File: src/rtl/tm1638_responder.sv
// TM1638 device-side responder: decodes host STB/CLK/DIO frames, holds display RAM and brightness, returns key bytes.
// Optional protocol error counter enabled by defining TM1638_RESP_ERRCNT_EN.
module tm1638_responder #(
    parameter int unsigned SYNC_STAGES = 2
) (
    input  logic         clk_5MHz,
    input  logic         n_rst,
    input  logic         tm1638_strobe,
    input  logic         tm1638_clk,
    input  logic         tm1638_dio_in,
    output logic         tm1638_dio_out,
    output logic         tm1638_dio_oe,
    input  logic [7:0]   keys,
    output logic [127:0] display_ram,
    output logic         display_on,
    output logic [2:0]   display_level,
    output logic         frame_done,
    output logic         read_done
`ifdef TM1638_RESP_ERRCNT_EN
    ,
    output logic [7:0]   err_count
`endif
);

    localparam logic [2:0] ST_IDLE   = 3'd0;
    localparam logic [2:0] ST_CMD    = 3'd1;
    localparam logic [2:0] ST_WDATA  = 3'd2;
    localparam logic [2:0] ST_RDATA  = 3'd3;
    localparam logic [2:0] ST_IGNORE = 3'd4;

    localparam int unsigned RD_BITS = 32;
    localparam int unsigned RD_CW   = 6;

    logic [2:0] state;
    logic [2:0] state_next;

    logic [SYNC_STAGES-1:0] stb_sync;
    logic [SYNC_STAGES-1:0] sclk_sync;
    logic [SYNC_STAGES-1:0] dio_sync;
    logic                   stb_prev;
    logic                   sclk_prev;

    logic [2:0]       bit_cnt;
    logic [6:0]       shreg;
    logic [3:0]       addr;
    logic             mode_read;
    logic             autoinc;
    logic             wrote;
    logic [7:0]       key_snap;
    logic [RD_CW-1:0] rd_bits;

    logic        stb_s, sclk_s, dio_s;
    logic        stb_rise_c, stb_fall_c;
    logic        sclk_rise_c, sclk_fall_c;
    logic        rx_state_c;
    logic        byte_done_c;
    logic [7:0]  rx_byte_c;
    logic [31:0] key_word_c;

    // Input synchronisers plus one history flop for edge detection
    always_ff @(posedge clk_5MHz or negedge n_rst) begin
        if (!n_rst) begin
            stb_sync  <= '1;
            sclk_sync <= '1;
            dio_sync  <= '1;
            stb_prev  <= 1'b1;
            sclk_prev <= 1'b1;
        end else begin
            stb_sync  <= {stb_sync[SYNC_STAGES-2:0], tm1638_strobe};
            sclk_sync <= {sclk_sync[SYNC_STAGES-2:0], tm1638_clk};
            dio_sync  <= {dio_sync[SYNC_STAGES-2:0], tm1638_dio_in};
            stb_prev  <= stb_sync[SYNC_STAGES-1];
            sclk_prev <= sclk_sync[SYNC_STAGES-1];
        end
    end

    // STB rise takes priority: a coincident sclk edge is dropped
    always_comb begin
        stb_s       = stb_sync[SYNC_STAGES-1];
        sclk_s      = sclk_sync[SYNC_STAGES-1];
        dio_s       = dio_sync[SYNC_STAGES-1];
        stb_rise_c  = stb_s & ~stb_prev;
        stb_fall_c  = ~stb_s & stb_prev;
        sclk_rise_c = sclk_s & ~sclk_prev & ~stb_rise_c;
        sclk_fall_c = ~sclk_s & sclk_prev & ~stb_rise_c;
        rx_state_c  = (state == ST_CMD) || (state == ST_WDATA) || (state == ST_IGNORE);
        byte_done_c = rx_state_c && sclk_rise_c && (bit_cnt == 3'd7);
        rx_byte_c   = {dio_s, shreg};
    end

    // Key bytes: byte n carries keys[7-n] in bit0 and keys[3-n] in bit4
    always_comb begin
        key_word_c = '0;
        for (int n = 0; n < 4; n++) begin
            key_word_c[8*n]     = key_snap[7-n];
            key_word_c[8*n + 4] = key_snap[3-n];
        end
    end

    always_ff @(posedge clk_5MHz or negedge n_rst) begin
        if (!n_rst) state <= ST_IDLE;
        else        state <= state_next;
    end

    always_comb begin
        state_next = state;
        if (stb_rise_c) begin
            state_next = ST_IDLE;
        end else begin
            case (state)
                ST_IDLE: begin
                    if (stb_fall_c) state_next = ST_CMD;
                end
                ST_CMD: begin
                    if (byte_done_c) begin
                        case (rx_byte_c[7:6])
                            2'b01:   state_next = rx_byte_c[1] ? ST_RDATA : ST_IGNORE;
                            2'b11:   state_next = mode_read ? ST_IGNORE : ST_WDATA;
                            default: state_next = ST_IGNORE;
                        endcase
                    end
                end
                ST_WDATA, ST_RDATA, ST_IGNORE: state_next = state;
                default: state_next = ST_IDLE;
            endcase
        end
    end

    // Shift/decode datapath, RAM, display control and read-back driver
    always_ff @(posedge clk_5MHz or negedge n_rst) begin
        if (!n_rst) begin
            bit_cnt        <= '0;
            shreg          <= '0;
            addr           <= '0;
            mode_read      <= 1'b0;
            autoinc        <= 1'b1;
            wrote          <= 1'b0;
            key_snap       <= '0;
            rd_bits        <= '0;
            display_ram    <= '0;
            display_on     <= 1'b0;
            display_level  <= '0;
            tm1638_dio_oe  <= 1'b0;
            tm1638_dio_out <= 1'b1;
            frame_done     <= 1'b0;
            read_done      <= 1'b0;
        end else begin
            frame_done <= 1'b0;
            read_done  <= 1'b0;
            if (stb_rise_c) begin
                bit_cnt        <= '0;
                rd_bits        <= '0;
                tm1638_dio_oe  <= 1'b0;
                tm1638_dio_out <= 1'b1;
                frame_done     <= wrote;
                wrote          <= 1'b0;
            end else begin
                if ((state == ST_IDLE) && stb_fall_c) begin
                    bit_cnt <= '0;
                    wrote   <= 1'b0;
                end
                if (rx_state_c && sclk_rise_c) begin
                    shreg   <= {dio_s, shreg[6:1]};
                    bit_cnt <= bit_cnt + 3'd1;
                end
                if ((state == ST_CMD) && byte_done_c) begin
                    case (rx_byte_c[7:6])
                        2'b01: begin
                            mode_read <= rx_byte_c[1];
                            autoinc   <= ~rx_byte_c[2];
                            key_snap  <= keys;
                            rd_bits   <= '0;
                        end
                        2'b10: begin
                            display_on    <= rx_byte_c[3];
                            display_level <= rx_byte_c[2:0];
                        end
                        2'b11:   addr <= rx_byte_c[3:0];
                        default: ;
                    endcase
                end
                if ((state == ST_WDATA) && byte_done_c) begin
                    display_ram[{addr, 3'b000} +: 8] <= rx_byte_c;
                    wrote <= 1'b1;
                    if (autoinc) addr <= addr + 4'd1;
                end
                if (state == ST_RDATA) begin
                    if (sclk_fall_c) begin
                        if (rd_bits < RD_CW'(RD_BITS)) begin
                            tm1638_dio_oe  <= 1'b1;
                            tm1638_dio_out <= key_word_c[rd_bits[4:0]];
                        end else begin
                            tm1638_dio_oe  <= 1'b0;
                            tm1638_dio_out <= 1'b1;
                        end
                    end
                    // Host has sampled the driven bit on this rise
                    if (sclk_rise_c && tm1638_dio_oe && (rd_bits < RD_CW'(RD_BITS))) begin
                        rd_bits <= rd_bits + RD_CW'(1);
                        if (rd_bits == RD_CW'(RD_BITS - 1)) read_done <= 1'b1;
                    end
                end
            end
        end
    end

`ifdef TM1638_RESP_ERRCNT_EN
    logic err_inc_c;

    // Partial byte at STB rise, invalid command, or data arriving while ignored
    always_comb begin
        err_inc_c = 1'b0;
        if (stb_rise_c && rx_state_c && (bit_cnt != 3'd0)) err_inc_c = 1'b1;
        if ((state == ST_CMD) && byte_done_c && (rx_byte_c[7:6] == 2'b00)) err_inc_c = 1'b1;
        if ((state == ST_IGNORE) && byte_done_c) err_inc_c = 1'b1;
    end

    always_ff @(posedge clk_5MHz or negedge n_rst) begin
        if (!n_rst)                             err_count <= '0;
        else if (err_inc_c && (err_count != 8'hFF)) err_count <= err_count + 8'd1;
    end
`endif

endmodule
File: config.mk
export PLATFORM = sky130hd
export DESIGN_NAME = tm1638_responder
export DESIGN_NICKNAME = d
export VERILOG_FILES = /design/src/rtl/tm1638_responder.sv
export SDC_FILE = /design/constraint.sdc
export NUM_CORES = 1
export LEC_CHECK = 0
export CAP_MARGIN = 20
export CORE_MARGIN = 4
export CORE_UTILIZATION = 40
export DETAILED_ROUTE_END_ITERATION = 12
export GPL_ROUTABILITY_DRIVEN = 0
export PLACE_DENSITY = 0.7
export SKIP_LAST_GASP = 1
export SLEW_MARGIN = 20
export SYNTH_ARGS = -nofsm -noshare
export SYNTH_HDL_FRONTEND = slang
export SYNTH_SLANG_ARGS = --single-unit
File: constraint.sdc
create_clock -name clk_5MHz -period 5.45 [get_ports clk_5MHz]
set_clock_uncertainty 0.1 [all_clocks]
set_input_delay 0.545 -clock clk_5MHz [delete_from_list [all_inputs] [get_ports clk_5MHz]]
set_output_delay 0.545 -clock clk_5MHz [all_outputs]
set_load 0.03 [all_outputs]
==> run_results.csv <==
group,metric,value,unit
sta,hold_violations,0,
final_layout,fin_area,0.00991,mm2
drt,drt-initial-drc-count,292,
clock_tree,ctsRootBufferMaster,"clkbuf_16",
drt,routed_via_density,5.31,
die,ios,149,
die,fp.dieArea,0.0214,mm2
sta,finalCritPeriodShare,64.7,%
drt,routedWlPerCell,20.1,um
global_route,overflow,0,
final_layout,most-common-layout-cells,"dfrtp_1, clkdlybuf4s50_1, mux2_2, nand2_1, nor2b_1",
clock_tree,htreeDepth,4,
sta,relSlewSlack,28.5,%
logic_synthesis,synth_ff_type,"dfrtp_1",
global_route,antenna_found_initial,0,
setup_path,reg2reg_depth,6,
run_status,status,"finished, final reports clean",
logic_synthesis,synth_area_leaders,"dfrtp_1, mux2_2, dfstp_2",
die,fp.dieW,146,um
setup_path,crit_required,5.66,ns
logic_synthesis,synth.yosys.seq_area_share,58.3,%
sta,setup-tns-final,0,ns
logic_synthesis,synth_edf_count,0,
setup_path,cp.arrival,3.73,ns
power,ir_drop,0.230,mV
clock_tree,cts_made_buffers,17,
place,placed_area,0.00933,mm2
global_route,track_usage,18.2,%
clock_tree,tritoncts,"done",
sta,rsz0062_at_grt,"false",
die,core,0.0188,mm2
final_layout,layout-drive-gt1-share,29.1,%
drt,ant_nets,0,
run,cap_violations,0,
logic_synthesis,yosys.area.top_type,"dfrtp_1",
final_layout,synthToLayoutAreaGrowth,29.3,%
drt,vias,4983,
setup_path,start_kind,"register",
final_layout,nets,715,
final_layout,final_cells,938,
logic_synthesis,netlist_area,0.00766,mm2
global_route,grt_start_max_net_pins,66,
sta,setup_viol,0,
clock_tree,cts_hold_buf,0,
place,dp_hpwl,13.1,mm
drt,finalWirelength,18.9,mm
setup_path,rrSetupSlack,1.93,ns
setup_path,endpoint_kind,"register",
logic_synthesis,ys_ff_latch,178,
place,dp_cells,908,
worst_hold_path,hold_class,"in -> async",
logic_synthesis,syn_inst,552,
place,dp_slack,1.86,ns
global_route,grt_pass1_vias,5580,
clock_tree,cts.path.max_buffers,2,
power,power.density,276,mW/mm2
drt,drt_pre_antenna_iters,4,
sta,finalCriticalPeriod,3.52,ns
logic_synthesis,synth.top_cell.area_share,54.9,%
final_layout,fin_util,52.8,%
place,portBuffers,148,
clock_tree,clk_pin_slew,0.07,ns
clock_tree,cts.sinks,178,
setup_path,r2r_start,"addr[0]",
final_layout,antennaDiodeCount,0,
setup_path,worstSetupPathType,"reg -> reg",
logic_synthesis,yosys_warnings,0,
sta,max_freq,284,MHz
clock_tree,cts-resized-gates,0,
setup_path,worstPathCellList,"inv_1 -> ha_1 -> xnor2_2 -> nand3_1 -> nor3_4 -> mux2_2",
die,initial_core_util,40.8,%
sta,maxSlewViolCount,0,
die,floorplan.die.height,146,um
sta,worst_slew_pin_slew,1.07,ns
final_layout,fillers,1602,
die,row_count,50,
setup_path,crit_fanout,18,
setup_path,cp_slowest_cell,"xnor2_2",
logic_synthesis,synth_area_per_cell,13.9,um2
logic_synthesis,yosys.cell_types.count,61,
clock_tree,cts_setup_buffers,0,
sta,holdWs,0.0125,ns
global_route,grt_pass1_wl,30.8,mm
setup_path,r2r_end,"display_ram[10]",
sta,fin_ws,1.93,ns
power,p_leak,4.60,nW
drt,drc_errors,0,
clock_tree,insertion_delay,0.42,ns
final_layout,layout.cells.most_common,"dfrtp_1",
logic_synthesis,async_flop_share,100,%
power,power,2.74,mW
setup_path,cpPeakStageDelay,0.77,ns
logic_synthesis,syn-num-nets,574,
-- report_power, final --
group	switching, mW	total [mW]	internal [mW]	leakage [nW]
registers	0.104	1.45	1.34	2.44
clock network	0.510	1.21	0.701	0.277
logic	0.0531	0.0791	0.0260	1.88
total	0.667	2.74	2.07	4.60
-- cells by family after synthesis --
kind of cell / share of synthesized area, %
xor gates and xnor gates: 0.555
DFF: 58.3
muxes: 21.6
adders and majority gates: 1.47
buffers and inverters: 2.32
AOI/OAI and AO/OA: 3.97
and+or+nand+nor: 11.7
-- critical path: cells and delay by family, from the launching register on --
kind                     cells  cell delay [ns]
XOR/XNOR                     1             0.77
adder cells (fa/ha/maj)      1             0.37
multiplexers                 1             0.39
AND/OR/NAND/NOR              2             0.85
flip-flops                   1             0.72
buffers and inverters        1             0.20
-- flip-flops by register name, indices dropped and copies added, names as in the netlist --
register and flops:
display_ram 128, key_snap 8, shreg 7, rd_bits 6, addr 4, bit_cnt 3
display_level 3, state 3, dio_sync 2, sclk_sync 2, stb_sync 2, autoinc 1
display_on 1, frame_done 1, mode_read 1, read_done 1, sclk_prev 1, stb_prev 1
tm1638_dio_oe 1, tm1638_dio_out 1, wrote 1
-- area by class of cell --
type / instances / area [um2] / share of cell area, %
inverter: 8 / 30.0 / 0.303
clock buffer: 20 / 457 / 4.61
timing repair buffer: 152 / 1510 / 15.3
multi-input combinational: 336 / 3020 / 30.5
clock inverter: 10 / 125 / 1.26
sequential: 178 / 4470 / 45.1
tap: 234 / 293 / 2.96
-- worst max-delay path by stage --
stage,start,end,slack [ns]
final,addr[0],display_ram[10],1.93
after detailed placement,addr[0],display_ram[13],1.86
after CTS,addr[0],display_ram[10],1.86
after global placement,addr[0],display_ram[75],1.98
after global routing,addr[0],display_ram[10],1.62
after floorplan,addr[0],display_ram[16],2.64
-- synthesized netlist by cell type, types with 3 or more instances --
library cell	count
nor3_1	6
nand3_1	8
buf_6	3
or4_1	4
nor4_4	5
o21ai_0	9
dfstp_2	10
a2bb2oi_1	3
nand2_1	36
dfrtp_1	168
nand4_1	4
nor2b_1	20
mux2_2	138
o21a_1	3
clkbuf_1	19
nor2_1	11
mux2_4	4
inv_1	8
and3_1	11
a21oi_1	3
buf_2	7
and2_1	8
nor3_4	6
nand2b_1	3
ha_1	9
o22ai_1	3
a311oi_1	4
-- routing by layer --
metal	global-route usage, %	wire, um	part of all wire (%)
met1	22.3	7760	41
met5	0	0	0
met3	6.33	1280	6.8
met4	5.60	281	1.5
met2	30.5	9560	51
(Power assumes the default switching activity.)
